--- src/rtl/mips_mem_pkg.sv ---
// Shared types for the unified-memory port arbiter: FSM states, requester ids, latched request.
// Combinational helpers only; no latency.
// No flow control of its own.
package mips_mem_pkg;

    localparam int unsigned MEM_WORDS_DFLT = 64;

    typedef enum logic {
        IDLE   = 1'b0,
        ACCESS = 1'b1
    } arb_state_t;

    typedef enum logic {
        REQ_IF = 1'b0,
        REQ_D  = 1'b1
    } req_id_t;

    typedef struct packed {
        logic [31:0] addr;
        logic [31:0] wdata;
        logic        we;
        req_id_t     id;
    } req_t;

    // Full 30-bit word index is compared so high addresses never alias into the array.
    function automatic logic addr_bad(input logic [31:0] addr, input int unsigned words);
        return (addr[1:0] != 2'b00) || ({2'b00, addr[31:2]} >= words);
    endfunction

endpackage

--- src/rtl/mem_arb_pick.sv ---
// Two-way picker between IF and D: round-robin (ARB_MODE 0) or D-priority (ARB_MODE 1).
// Grants are combinational in the cycle en is high; pointer updates on the clock edge.
// Losing requester simply sees no grant and keeps its request raised.
module mem_arb_pick
    import mips_mem_pkg::*;
#(
    parameter int ARB_MODE = 0
) (
    input  logic clk,
    input  logic rst_n,
    input  logic en,
    input  logic if_req,
    input  logic d_req,
    output logic if_gnt,
    output logic d_gnt
);

    req_id_t ptr;
    logic    both;

    assign both = if_req && d_req;

    always_comb begin
        if_gnt = 1'b0;
        d_gnt  = 1'b0;
        if (en) begin
            if (both) begin
                if ((ARB_MODE == 1) || (ptr == REQ_D)) begin
                    d_gnt = 1'b1;
                end else begin
                    if_gnt = 1'b1;
                end
            end else begin
                if_gnt = if_req;
                d_gnt  = d_req;
            end
        end
    end

    // Pointer only moves on contended grants and always lands on the loser.
    always_ff @(posedge clk or negedge rst_n) begin
        if (!rst_n) begin
            ptr <= REQ_D;
        end else if (en && both) begin
            ptr <= d_gnt ? REQ_IF : REQ_D;
        end
    end

endmodule

--- src/rtl/mem_port_arbiter.sv ---
// Shares one single-ported word memory between instruction fetch and load/store.
// Grant in IDLE, memory access the next cycle, registered rvalid/rdata the cycle after.
// One access per two cycles; a requester holds req until its gnt, no other backpressure.
module mem_port_arbiter
    import mips_mem_pkg::*;
#(
    parameter int unsigned MEM_WORDS = MEM_WORDS_DFLT,
    parameter int          ARB_MODE  = 0
) (
    input  logic        clk,
    input  logic        rst_n,
    input  logic        if_req,
    input  logic [31:0] if_addr,
    output logic        if_gnt,
    output logic        if_rvalid,
    output logic [31:0] if_rdata,
    output logic        if_err,
    input  logic        d_req,
    input  logic        d_we,
    input  logic [31:0] d_addr,
    input  logic [31:0] d_wdata,
    output logic        d_gnt,
    output logic        d_rvalid,
    output logic [31:0] d_rdata,
    output logic        d_err,
    output logic [31:0] mem_a,
    output logic        mem_we,
    output logic [31:0] mem_wd,
    input  logic [31:0] mem_rd
);

    arb_state_t state, state_nxt;
    req_t       lat;
    logic       lat_err;
    logic       pick_en;
    logic       resp_if;
    logic       resp_d;

    assign pick_en = (state == IDLE);
    assign lat_err = addr_bad(lat.addr, MEM_WORDS);
    assign resp_if = (state == ACCESS) && (lat.id == REQ_IF);
    assign resp_d  = (state == ACCESS) && (lat.id == REQ_D);

    mem_arb_pick #(
        .ARB_MODE (ARB_MODE)
    ) u_pick (
        .clk    (clk),
        .rst_n  (rst_n),
        .en     (pick_en),
        .if_req (if_req),
        .d_req  (d_req),
        .if_gnt (if_gnt),
        .d_gnt  (d_gnt)
    );

    // Memory bus is driven only during ACCESS so a reset drops mem_we immediately.
    always_comb begin
        state_nxt = state;
        mem_a     = '0;
        mem_we    = 1'b0;
        mem_wd    = '0;
        if (state == ACCESS) begin
            mem_a     = lat.addr;
            mem_wd    = lat.wdata;
            mem_we    = lat.we && !lat_err;
            state_nxt = IDLE;
        end else if (if_gnt || d_gnt) begin
            state_nxt = ACCESS;
        end
    end

    always_ff @(posedge clk or negedge rst_n) begin
        if (!rst_n) begin
            state <= IDLE;
        end else begin
            state <= state_nxt;
        end
    end

    always_ff @(posedge clk or negedge rst_n) begin
        if (!rst_n) begin
            lat <= '0;
        end else if (d_gnt) begin
            lat <= '{addr: d_addr, wdata: d_wdata, we: d_we, id: REQ_D};
        end else if (if_gnt) begin
            lat <= '{addr: if_addr, wdata: 32'h0, we: 1'b0, id: REQ_IF};
        end
    end

    // rdata holds between responses; rvalid/err are single-cycle pulses.
    always_ff @(posedge clk or negedge rst_n) begin
        if (!rst_n) begin
            if_rvalid <= 1'b0;
            if_err    <= 1'b0;
            if_rdata  <= '0;
            d_rvalid  <= 1'b0;
            d_err     <= 1'b0;
            d_rdata   <= '0;
        end else begin
            if_rvalid <= resp_if;
            if_err    <= resp_if && lat_err;
            d_rvalid  <= resp_d;
            d_err     <= resp_d && lat_err;
            if (resp_if) begin
                if_rdata <= lat_err ? 32'h0 : mem_rd;
            end
            if (resp_d) begin
                d_rdata <= lat_err ? 32'h0 : mem_rd;
            end
        end
    end

endmodule

--- config.mk ---
export PLATFORM = sky130hd
export DESIGN_NAME = mem_port_arbiter
export DESIGN_NICKNAME = d
export VERILOG_FILES = /design/src/rtl/mips_mem_pkg.sv /design/src/rtl/mem_arb_pick.sv /design/src/rtl/mem_port_arbiter.sv
export SDC_FILE = /design/constraint.sdc
export NUM_CORES = 1
export LEC_CHECK = 0
export CORE_UTILIZATION = 44
export DETAILED_ROUTE_END_ITERATION = 6
export HOLD_SLACK_MARGIN = 0.02
export PLACE_DENSITY = 0.82
export SYNTH_ARGS = -nofsm -noshare
export SYNTH_HDL_FRONTEND = slang
export SYNTH_HIERARCHICAL = 1
export SYNTH_SLANG_ARGS = --single-unit
export TNS_END_PERCENT = 5
--- constraint.sdc ---
create_clock -name clk -period 2.6 [get_ports clk]
set_input_delay 0.52 -clock clk [delete_from_list [all_inputs] [get_ports clk]]
set_output_delay 0.52 -clock clk [all_outputs]
set_load 0.01 [all_outputs]
; Word level (Yosys, flattened, before mapping)
; Index checks and enable logic that the tools add are counted.
; Widths: inputs -> output; s select.
[totals]
latchBits = 0
word_cells = 42
memories = 0
in_bits = 133
out_inout_bits = 135
ff_bits = 136
rom_bits = 0
ramBits = 0
[op_classes]
n_eq_ne = 0
shifts = 0
n_mux = 15
order_cmp = 1
n_addsub = 0
reduce_logical = 12
multipliers = 0
n_bitwise = 2
div = 0
[op_table]
columns = op, count
row1 = $mux 66, 2
row2 = $mux 32, 3
row3 = $ge 30x7->1 const B, 1
row4 = $mux 1, 10
row5 = $logic_and 1x1->1, 7
row6 = $reduce_bool 2->1, 2
row7 = $logic_or 1x1->1, 2
row8 = $not 1->1, 2
row9 = $logic_not 1->1, 1

; Longest topological paths before layout
[depth]
depth_word = 6
mapped_depth = 10

; By module
; Netlist, hierarchy kept.
[by_module_without_submodules]
columns = module, area_per_inst_um2, instances, cells_each
row1 = mem_port_arbiter, 6517.5, 1, 663
row2 = mem_arb_pick, 61.3, 1, 8

; Worst setup path before layout
; No wires, ideal clock.
[synth_path]
path_type = reg2reg
start = register state
end = register lat[59] (netlist name)
path_buffers = 5
path_slack_ns = 0.446
synth_period_minus_slack_ns = 2.154
setup_time_ns = 0.134
t_required_ns = 2.466
path_stages_with_launch = 10
t_arrival_ns = 2.019
cell_sequence = dfrtp_1 -> clkbuf_1 -> clkbuf_1 -> inv_1 -> nand2_1 -> a21oi_1 -> buf_2 -> clkbuf_1 -> clkbuf_1 -> o21ai_0
[synth_between]
elab_chain_cells = 2
word_cells_on_any_way = 4
classes_between = 3 x mux / 1 x reduce/logical
[synth_lines]
columns = element, line_no
row1 = start: declaration, mem_port_arbiter.sv:32  ; arb_state_t state, state_nxt;
row2 = start signal: assignment, mem_port_arbiter.sv:76  ; state <= state_nxt;
row3 = $mux 1 (*), mem_arb_pick.sv:26  ; if (en) begin
row4 = via d_gnt, mem_port_arbiter.sv:22  ; output logic d_gnt,
row5 = $mux 66 / $reduce_bool 2->1 (equally long branches), -
row6 = end signal: assignment, mem_port_arbiter.sv:84  ; lat <= '{addr: d_addr, wdata: d_wdata, we: d_we, id: REQ_D};
row7 = end signal: assignment, mem_port_arbiter.sv:86  ; lat <= '{addr: if_addr, wdata: 32'h0, we: 1'b0, id: REQ_IF};
row8 = end: declaration, mem_port_arbiter.sv:33  ; req_t lat;
; Mark *: on every way through the listed nets, which the timed path passes. The rest lies on a longest branch.
; A chain may end at the register's enable or synchronous reset.

; Worst setup path after layout
[layout_path]
start = register state
end = output mem_a[3]
[layout_between]
elab_chain_cells = 1
[layout_lines]
columns = element, line_no
row1 = $mux 32, mem_port_arbiter.sv:62  ; if (state == ACCESS) begin
row2 = end: declaration, mem_port_arbiter.sv:26  ; output logic [31:0] mem_a,
; Every way passes these cells.

==> metrics.md <==
| Metric | Value |
|---|---|
| Status | finished, final reports clean |
| Yosys reg bits | 136 |
| HPWL Detailed | approximately 13000 µm |
| Post-synth ARST share | 1.00 |
| Pins over their slew limit | 0 |
| Die height | 124 µm |
| Met2 Use GR | 0.401 |
| Busiest layer in global routing | met2 |
| MaxCap Viol Count | 0 |
| P&R area growth vs syn | 50.3% |
| Share of cells above drive strength 1 | 0.129 |
| Synth cell types | 27 |
| CP startpoint kind | register |
| Core area | 14500 µm² |
| CTS tree | done |
| Number of global-route vias before repair | 5753 |
| Clock-pin slew of the registers on the worst-case setup and hold paths | 50 ps |
| Most numerous cell in the Yosys netlist | dfrtp_1 |
| Max transition margin | 0.290 |
| First-pass GRT wire length | 30400 µm |
| Post-synth EDFFs | 0 |
| Global routing usage on met1 | 0.312 |
| RSZ-0062 raised after global routing | yes |
| Sinks on Clock Net | 136 |
| Root Driver | clkbuf_16 |
| Clock Latency Late Sink | 420 ps |
| Die Span X | about 120 µm |
| Initial antenna violation count | 1 |
| Wire per inst | 17.0 µm |
| Minimum clock period | 2550 ps |
| Pwr Density | 826 nW/µm² |
| Placed Cells | 1082 |
| Synth cell count leaders | dfrtp_1, nand2_1, o21ai_0 |
| Layout Cells excl Fill | 1115 |
| Placement row count | between 40 and 50 |
| Share of the synthesized area in the top cell type | 0.514 |
| DP Worst Slack | 55.0 ps |
| Die area | 15400 µm² |
| Peak VDD IR | 0.852 mV |
| Setup violators final | 0 |
| Final Cycle Share | 0.983 |
| Mapped Area | 6580 µm² |
| Sequential share of the synthesized area | 0.517 |
| Via count | 5762 |
| Slew @ Worst Pin | roughly 1100 ps |
| Worst reg2reg path depth | 3 |
| HP Class | input pin to async pin |
| Post-synth top flop | dfrtp_1 |
| WP data required | 2080 ps |
| Kind of end point of the critical path | primary output |
| Total iterations of the first detailed-routing run | 4 |
| CTS buffer count | 17 |
| Final net count | 1052 |
| Residual DRC | 0 |
| DR vias/cell | ~5.2 |
| Fmax | roughly 400 MHz |
| Slack of the critical path | around 45 ps |
| Initial core utilization | 0.453 |
| Max FO, Critical Path | 28 |
| Synth Warn # | 6 |
| Worst EP arrival | ~2000 ps |
| Area contributors post-synth | dfrtp_1, o21ai_2, nand2_1 |
| Max Clock Skew | 13.2 ps |
| Synthesized net count | 804 |
| Deepest clock path buffer count | 2 |
| Cells after Synth | between 600 and 700 |
| Post-CTS Hold Fix Bufs | 0 |
| Yosys top cell by area | dfrtp_1 |
| Largest net degree at the start of global routing | 130 |
| I/O pins | 268 |
| IO buf count | 267 |
| H-tree depth | 4 |
| Setup CP Type | register to primary output |
| Routing usage on met3 | 0.0863 |
| GPL Wtd Cong | around 0.80 |
| GRT Total Usage | 0.253 |
| Post-DRT Antenna Nets | 0 |
| Drt total wl | 19000 µm |
| Syn_area_per_cell | 9.80 µm² |
| Leak Pwr | 3.99 nW |
| Final hold viol count | 0 |
| Initial DRC Count | between 300 and 400 |
| Overflow after GRT | 0 |
| Hold WS | 39.0 ps |
[cell type report]
type | count | area [µm²]
diodes | 1 | 2.50
clock buffers | 26 | 479
clock inverters | 4 | 45.0
fillers | 1141 | 4650
inverters | 5 | 18.8
multi-input cells | 475 | 2850
flip-flops and latches | 136 | 3410
well taps | 184 | 230
repair buffers | 284 | 2850
[per-layer routing]
| metal | vias up | routed length (µm) |
|---|---|---|
| li1 | 2754 | - |
| met1 | 2766 | 7760 |
| met2 | 205 | 9170 |
| met3 | 37 | 1480 |
| met4 | 0 | 582 |
| met5 | - | 0 |
[flip-flops by register name, summed over array words and instances, names as in the netlist]
register and flops:
d_err 1, d_rdata 32, d_rvalid 1, if_err 1, if_rdata 32, if_rvalid 1
lat 66, state 1, u_pick/ptr 1
[cells by family (layout without fill, tap and decap cells)]
kind of cell              count (synthesis)  after routing  synth area share
xor gates and xnor gates                  1              1           0.00133
and+or+nand+nor                         308            308             0.233
buffers and inverters                    60            319            0.0607
other                                     0              1                 0
muxes                                    32             32            0.0487
AOI/OAI and AO/OA                       134            134             0.138
DFF                                     136            136             0.517
[power breakdown]
part | leakage [nW] | internal, mW | switching [mW] | total (mW)
Clock | 0.258 | 1.35 | 0.836 | 2.19
Combinational | 1.94 | 1.42 | 1.47 | 2.88
Sequential | 1.79 | 2.67 | 0.435 | 3.10
Total | 3.99 | 5.43 | 2.74 | 8.17
[placed cells by master (no fill, tap or decap)]
master             n
inv_2              1
mux2i_1           32
and3_2             1
inv_1              4
nand2b_1          32
o21ai_2           60
bufinv_16          1
nand4_1            1
and3_4             1
a21oi_4            2
dfstp_2            1
nor4_4             1
nand2_1          130
and2_1            63
nor4b_2            1
o21ai_0           67
a21o_4             1
clkbuf_8           2
diode_2            1
buf_12             4
a22o_1             2
clkdlybuf4s50_1  265
dfrtp_1          134
nand3_1           66
dfrtp_4            1
buf_6              2
clkinv_2           3
xnor2_1            1
a21o_1             1
clkbuf_16         17
nor4_2             6
and2_2             1
clkbuf_1           7
buf_4             13
a211oi_2           1
nor2_1             5
[worst paths after layout]
path	start	endpoint	slack, ps
max	state	mem_a[3]	50
min	rst_n	if_rdata[20]	40
max reg2reg	lat[43]	if_rdata[31]	470
min reg2reg	if_rdata[14]	if_rdata[14]	470
max in group asynchronous	rst_n	u_pick/ptr	1840
min in group clk	if_rdata[14]	if_rdata[14]	470
[stage by stage]
step,setup TNS [ps],power [mW],util,cell area (µm²)
2_1_floorplan,0,4.49,-,6580
3_3_place_gp,0,5.88,0.640,9300
3_5_place_dp,0,5.95,0.640,9300
4_1_cts,0,8.21,0.679,9860
5_1_grt,-41.6,8.62,0.680,9890
6_report,0,8.17,0.680,9890
[repair_timing]
| item | CTS | global route |
|---|---|---|
| pin swaps | 1 | 3 |
| endpoints found under the setup margin | 2 | 2 |
| cloned | 0 | 0 |
| setup buffers | 1 | 1 |
| gates resized for setup | 9 | 5 |
[critical path, stage by stage (launching register included)]
cell and delay (ps):
dfrtp_4 570, buf_4 270, and2_1 220, clkdlybuf4s50_1 550
Power figures use the tool's default switching activity.
==> variant 1: new RTL, config.mk and constraints unchanged <==
`ARB_MODE` is set to 0 in 2 places; all go to 1. Comments in the files are not updated.
--- a/src/rtl/mem_arb_pick.sv
+++ b/src/rtl/mem_arb_pick.sv
@@ -6,3 +6,3 @@
 #(
-    parameter int ARB_MODE = 0
+    parameter int ARB_MODE = 1
 ) (
--- a/src/rtl/mem_port_arbiter.sv
+++ b/src/rtl/mem_port_arbiter.sv
@@ -7,3 +7,3 @@
     parameter int unsigned MEM_WORDS = MEM_WORDS_DFLT,
-    parameter int          ARB_MODE  = 0
+    parameter int          ARB_MODE  = 1
 ) (
Behaviour: not the same (Yosys sat finds a counterexample within 4 cycles, from zero or initial values and one cycle with rst_n low).
==> variant 1 against the unedited design <==
Highest routed layer unchanged; sequential share of layout area shrank 0.096 points; cell area is 0.49% lower; routed wire length is 0.21% lower; critical endpoint is now mem_we; setup slack better by 90 ps; utilization shrank 0.34 points; final cell count is 0.81% lower; register-to-register slack got worse by 40 ps; die area down 0.67%; combinational power shrank 39%; sequential cell count shrank 1; area after synthesis fell by 0.68%; power is 19% lower.
==> variant 1: results (changes against the unedited design) <==
| Metric | Value |
|---|---|
| Status | complete, no violations |
| Largest cells by area after synthesis | dfrtp_1, o21ai_2, nand2_1 |
| GRT met1 Usage | 30.4% (-0.81 points) |
| CP max stage cell | dfrtp_1 |
| Nets | 1,045 (-0.67%) |
| Setup crit start | lat[54] |
| Peak VDD IR | 0.530 mV (-38%) |
| Post-place setup slack | 40.3 ps (-14.8 ps) |
| DP HPWL | 13,000 um (-1.5%) |
| Ys Warns | 6 (unchanged) |
| N_diodes | 0 (-1) |
| TritonCTS Buffers | 17 (unchanged) |
| Global-route wire length before repair | 28,900 um (-4.9%) |
| Initial DRC count | 309 (-14%) |
| Detail-routed net length per standard cell | 17.1 um (+0.61%) |
| Routed wl met2 | 9270 um (+1.0%) |
| Largest net degree at the start of global routing | 131 (+0.77%) |
| Leakage | 3.96 nW (-0.80%) |
| Clock group share of total power | 33.4% (+6.7 points) |
| Data arrival, critical path | 1940 ps (-90 ps) |
| Register area share after synthesis | 51.7% (about the same) |
| Metal-1 WL | 7560 um (-2.6%) |
| RD Place Congestion | 0.795 (-1.0%) |
| Reg2reg path depth | 3 (unchanged) |
| Clock slew at reported path FFs | 60 ps |
| Share of layout cells above drive strength 1 | 12.8% (-0.10 points) |
| Clock Skew | 8.86 ps (-4.34 ps) |
| Root Buffer | clkbuf_16 |
| Biggest regs | lat x66, d_rdata x32, if_rdata x32 |
| Worst Slack Setup Final | 135 ps (+90.0 ps) |
| Worst Path Max Fanout | 3 (-89%) |
| Fill cells | 1,152 (+0.96%) |
| Worst setup path end | mem_we |
| R2r setup slk | 430 ps (-40 ps) |
| Met3 Usage GRT | 8.42% (-0.21 points) |
| M2 GR Usage | 40.7% (+0.63 points) |
| Combinational share of power | 26.6% (-8.7 points) |
| Met3 WL | 1520 um (+2.6%) |
| Switch Pwr | 1.93 mW (-29%) |
| Critical path's largest stage delay | 420 ps (-150 ps) |
| Hold buffer count at CTS | 0 (unchanged) |
| R2r startpoint | lat[36] |
| Commonest cells post-synth | dfrtp_1, nand2_1, o21ai_0, nand3_1, and2_1 |
| Crit-path leading delay family | simple AND/OR/NAND/NOR gates |
| Synth async-reset ratio | 100% (unchanged) |
| Synth unique cells | 25 (-7.4%) |
| Reg-to-reg endpoint | d_rdata[30] |
| Vias per cell | 5.18 (+0.29%) |
| Clk buf depth | 2 (unchanged) |
| Syn Nets | 798 (-0.75%) |
| Gr usage total | 25.3% (+0.087 points) |
| Initial antenna violation count | 0 (-1) |
| Clk_lat worst skew | 410 ps |
| Least-Margin Pin Slew | 1050 ps (-13.4 ps) |
| PortBufs | 267 (unchanged) |
| Vias in the first global route | 5,554 (-3.5%) |
| Mapped Avg Cell Area | 9.83 um2 (+0.21%) |
| Fin cells | 1,106 (-0.81%) |
## variant 1: repair_timing
action                                  4_1_cts  5_1_grt
setup buffers                                 1        1
resized for setup                             7        6
endpoints found under the setup margin        3        2
pin swaps                                     3        3
## variant 1: stage by stage
| step | setup TNS, ps | util (%) | total power [mW] | hold slack [ps] | instance area, um2 |
|---|---|---|---|---|---|
| 2_1_floorplan | 0 | - | 3.43 | 224 | 6530 |
| 5_1_grt | -16.7 | 67.7 | 6.97 | 50.9 | 9840 |
| 3_5_place_dp | 0 | 63.6 | 4.41 | 466 | 9240 |
| 3_3_place_gp | 0 | 63.6 | 4.37 | 460 | 9240 |
| 6_report | 0 | 67.7 | 6.64 | 37.7 | 9840 |
| 4_1_cts | 0 | 67.3 | 6.65 | 38.1 | 9790 |
## variant 1: cells by family after synthesis
group                  count (synthesis)  synth area share, %
muxes                                 32                 4.90
AOI/OAI and AO/OA                    132                 13.8
buffers and inverters                 59                 6.05
DFF                                  135                 51.7
and+or+nand+nor                      307                 23.6
## variant 1: cell type report
| class | instances | area [um2] | area share, % |
|---|---|---|---|
| multi-input combinational | 471 | 2830 | 28.7 |
| inverter | 4 | 15.0 | 0.153 |
| sequential | 135 | 3380 | 34.4 |
| clock buffer | 25 | 485 | 4.93 |
| timing repair buffer | 283 | 2850 | 29.0 |
| tap | 184 | 230 | 2.34 |
| clock inverter | 4 | 47.5 | 0.483 |
## variant 1: worst min-delay path by stage
stage               depth (start not counted)        start      endpoint
floorplan                                   0        rst_n         d_err
global placement                            2  d_rdata[12]   d_rdata[12]
detailed placement                          2  d_rdata[27]   d_rdata[27]
CTS                                         1        rst_n  if_rdata[28]
global route                                1        rst_n  if_rdata[28]
finish                                      1        rst_n   d_rdata[28]
==> variant 2: new RTL, same settings <==
Made on the original files. Remove the register `if_err`: a continuous assignment takes its place, so the output `if_err` follows one clock earlier.
--- a/src/rtl/mem_port_arbiter.sv
+++ b/src/rtl/mem_port_arbiter.sv
@@ -93,3 +93,2 @@
             if_rvalid <= 1'b0;
-            if_err    <= 1'b0;
             if_rdata  <= '0;
@@ -100,3 +99,2 @@
             if_rvalid <= resp_if;
-            if_err    <= resp_if && lat_err;
             d_rvalid  <= resp_d;
@@ -112,2 +110,4 @@
 
+    assign if_err = resp_if && lat_err;
+
 endmodule
Check against the original RTL: not equivalent (Yosys sat finds a counterexample within 4 cycles, from zero or initial values and one cycle with rst_n low).
==> variant 2 against the unedited design <==
Count of clock-buffer cells in the layout shrank 4; clock skew shrank 7.2 ps; cell area grew 0.28%; final cell count shrank 0.36%; area after synthesis shrank 1.6%; power grew 2.8%; sequential share of layout area shrank 0.37 points; routed wire length grew 3.5%; setup slack gained 58 ps; sequential cell count shrank 1; synthesized cell count shrank 0.15%; critical path type unchanged; largest cell class unchanged.
==> variant 2: results (changes against the unedited design) <==
| Metric | Value |
|---|---|
| Register area | 0.00338 mm2 (-0.81%) |
| Gr usage total | 26.5% (+1.3 points) |
| Switch Pwr | 2.77 mW (+1.0%) |
| Clock buf count | 22 (-15%) |
| Status | complete, no violations |
| DP HPWL | 13,400 um (+1.3%) |
| Fraction of area in multi-input gates | 28.5% (-0.33 points) |
| GRT met1 Usage | 31.5% (+0.29 points) |
| Synth unique cells | 25 (-7.4%) |
| Global-route wire length before repair | 30,000 um (-1.2%) |
| Placed cell area | 0.00925 mm2 (-0.52%) |
| M2 GR Usage | 42.8% (+2.7 points) |
| Share of layout cells above drive strength 1 | 13.1% (+0.22 points) |
| Clock group share of total power | 29.5% (+2.8 points) |
| Vias in the first global route | 5,759 (+0.10%) |
| Syn Nets | 803 (-0.12%) |
| Die Wd | 123 um (-0.79%) |
| Via count | 5,728 (-0.59%) |
| Post-place setup slack | 8.02 ps (-47.0 ps) |
| ClkCell Share | 6.11% (+0.81 points) |
| Routed wl met2 | 9580 um (+4.5%) |
| Post_cts resized | 11 (+2) |
| Vias per cell | 5.16 (-0.23%) |
| Largest net degree at the start of global routing | 131 (+0.77%) |
| Repair and plain buffers | 285 (+0.35%) |
| Fill cells | 1,062 (-6.9%) |
| Clk_lat worst skew | 420 ps (about the same) |
| Commonest cells post-synth | dfrtp_1, nand2_1, nand3_1, and2_1, o21ai_0 |
| R2r setup slk | 320 ps (-150 ps) |
| RD Place Congestion | 0.820 (+2.1%) |
| Met3 Usage GRT | 9.87% (+1.2 points) |
| Data arrival, critical path | 1980 ps (-50 ps) |
| Pwr dens | 847 mW/mm2 (+2.5%) |
| Placed Cells | 1,078 (-0.37%) |
| Fin area | 0.00991 mm2 (+0.28%) |
| Metal-1 WL | 7660 um (-1.3%) |
| Drt total wl | 19,700 um (+3.5%) |
| Signal buf overhead | 28.8% (-0.042 points) |
| Fin Hold WS | 86.9 ps (+47.9 ps) |
| Period utilization | 96.0% (-2.2 points) |
| Register area share after synthesis | 52.2% (+0.45 points) |
| Seq cells | 135 (-0.74%) |
| Mapped Avg Cell Area | 9.66 um2 (-1.5%) |
| Peak VDD IR | 0.838 mV (-1.7%) |
| Clock Skew | 5.99 ps (-7.21 ps) |
| Largest cells by area after synthesis | dfrtp_1, o21ai_2, nand2_1 |
| Sequential power share | 36.3% (-1.7 points) |
| Leakage | 4.04 nW (+1.2%) |
| Worst Path Max Fanout | 17 (-39%) |
| Least-Margin Pin Slew | 1070 ps (+2.72 ps) |
## variant 2: worst max-delay path, cell delays in order, from the launching register on
cell and delay, ps:
dfrtp_2 520, buf_4 260, and2_1 170, clkdlybuf4s50_1 600
## variant 2: path summary, 6_finish.rpt
path,from,endpoint,cells after the start
max,state,mem_a[1],3
min,rst_n,d_rdata[20],1
max reg2reg,lat[57],d_rdata[31],7
min reg2reg,d_rdata[20],d_rdata[20],2
max in group asynchronous,rst_n,if_rdata[10],2
min in group clk,d_rdata[20],d_rdata[20],2
## variant 2: kinds of logic (layout without fill, tap and decap cells)
group                  after synthesis  after routing  share of synthesized area [%]
XOR/XNOR                             1              1                          0.135
multiplexers                        32             32                           4.95
flip-flops                         135            135                           52.2
other                                0              1                              0
AO/OA/AOI/OAI                      134            134                           14.1
buffers and inverters               60            320                           5.33
AND/OR/NAND/NOR                    308            308                           23.3
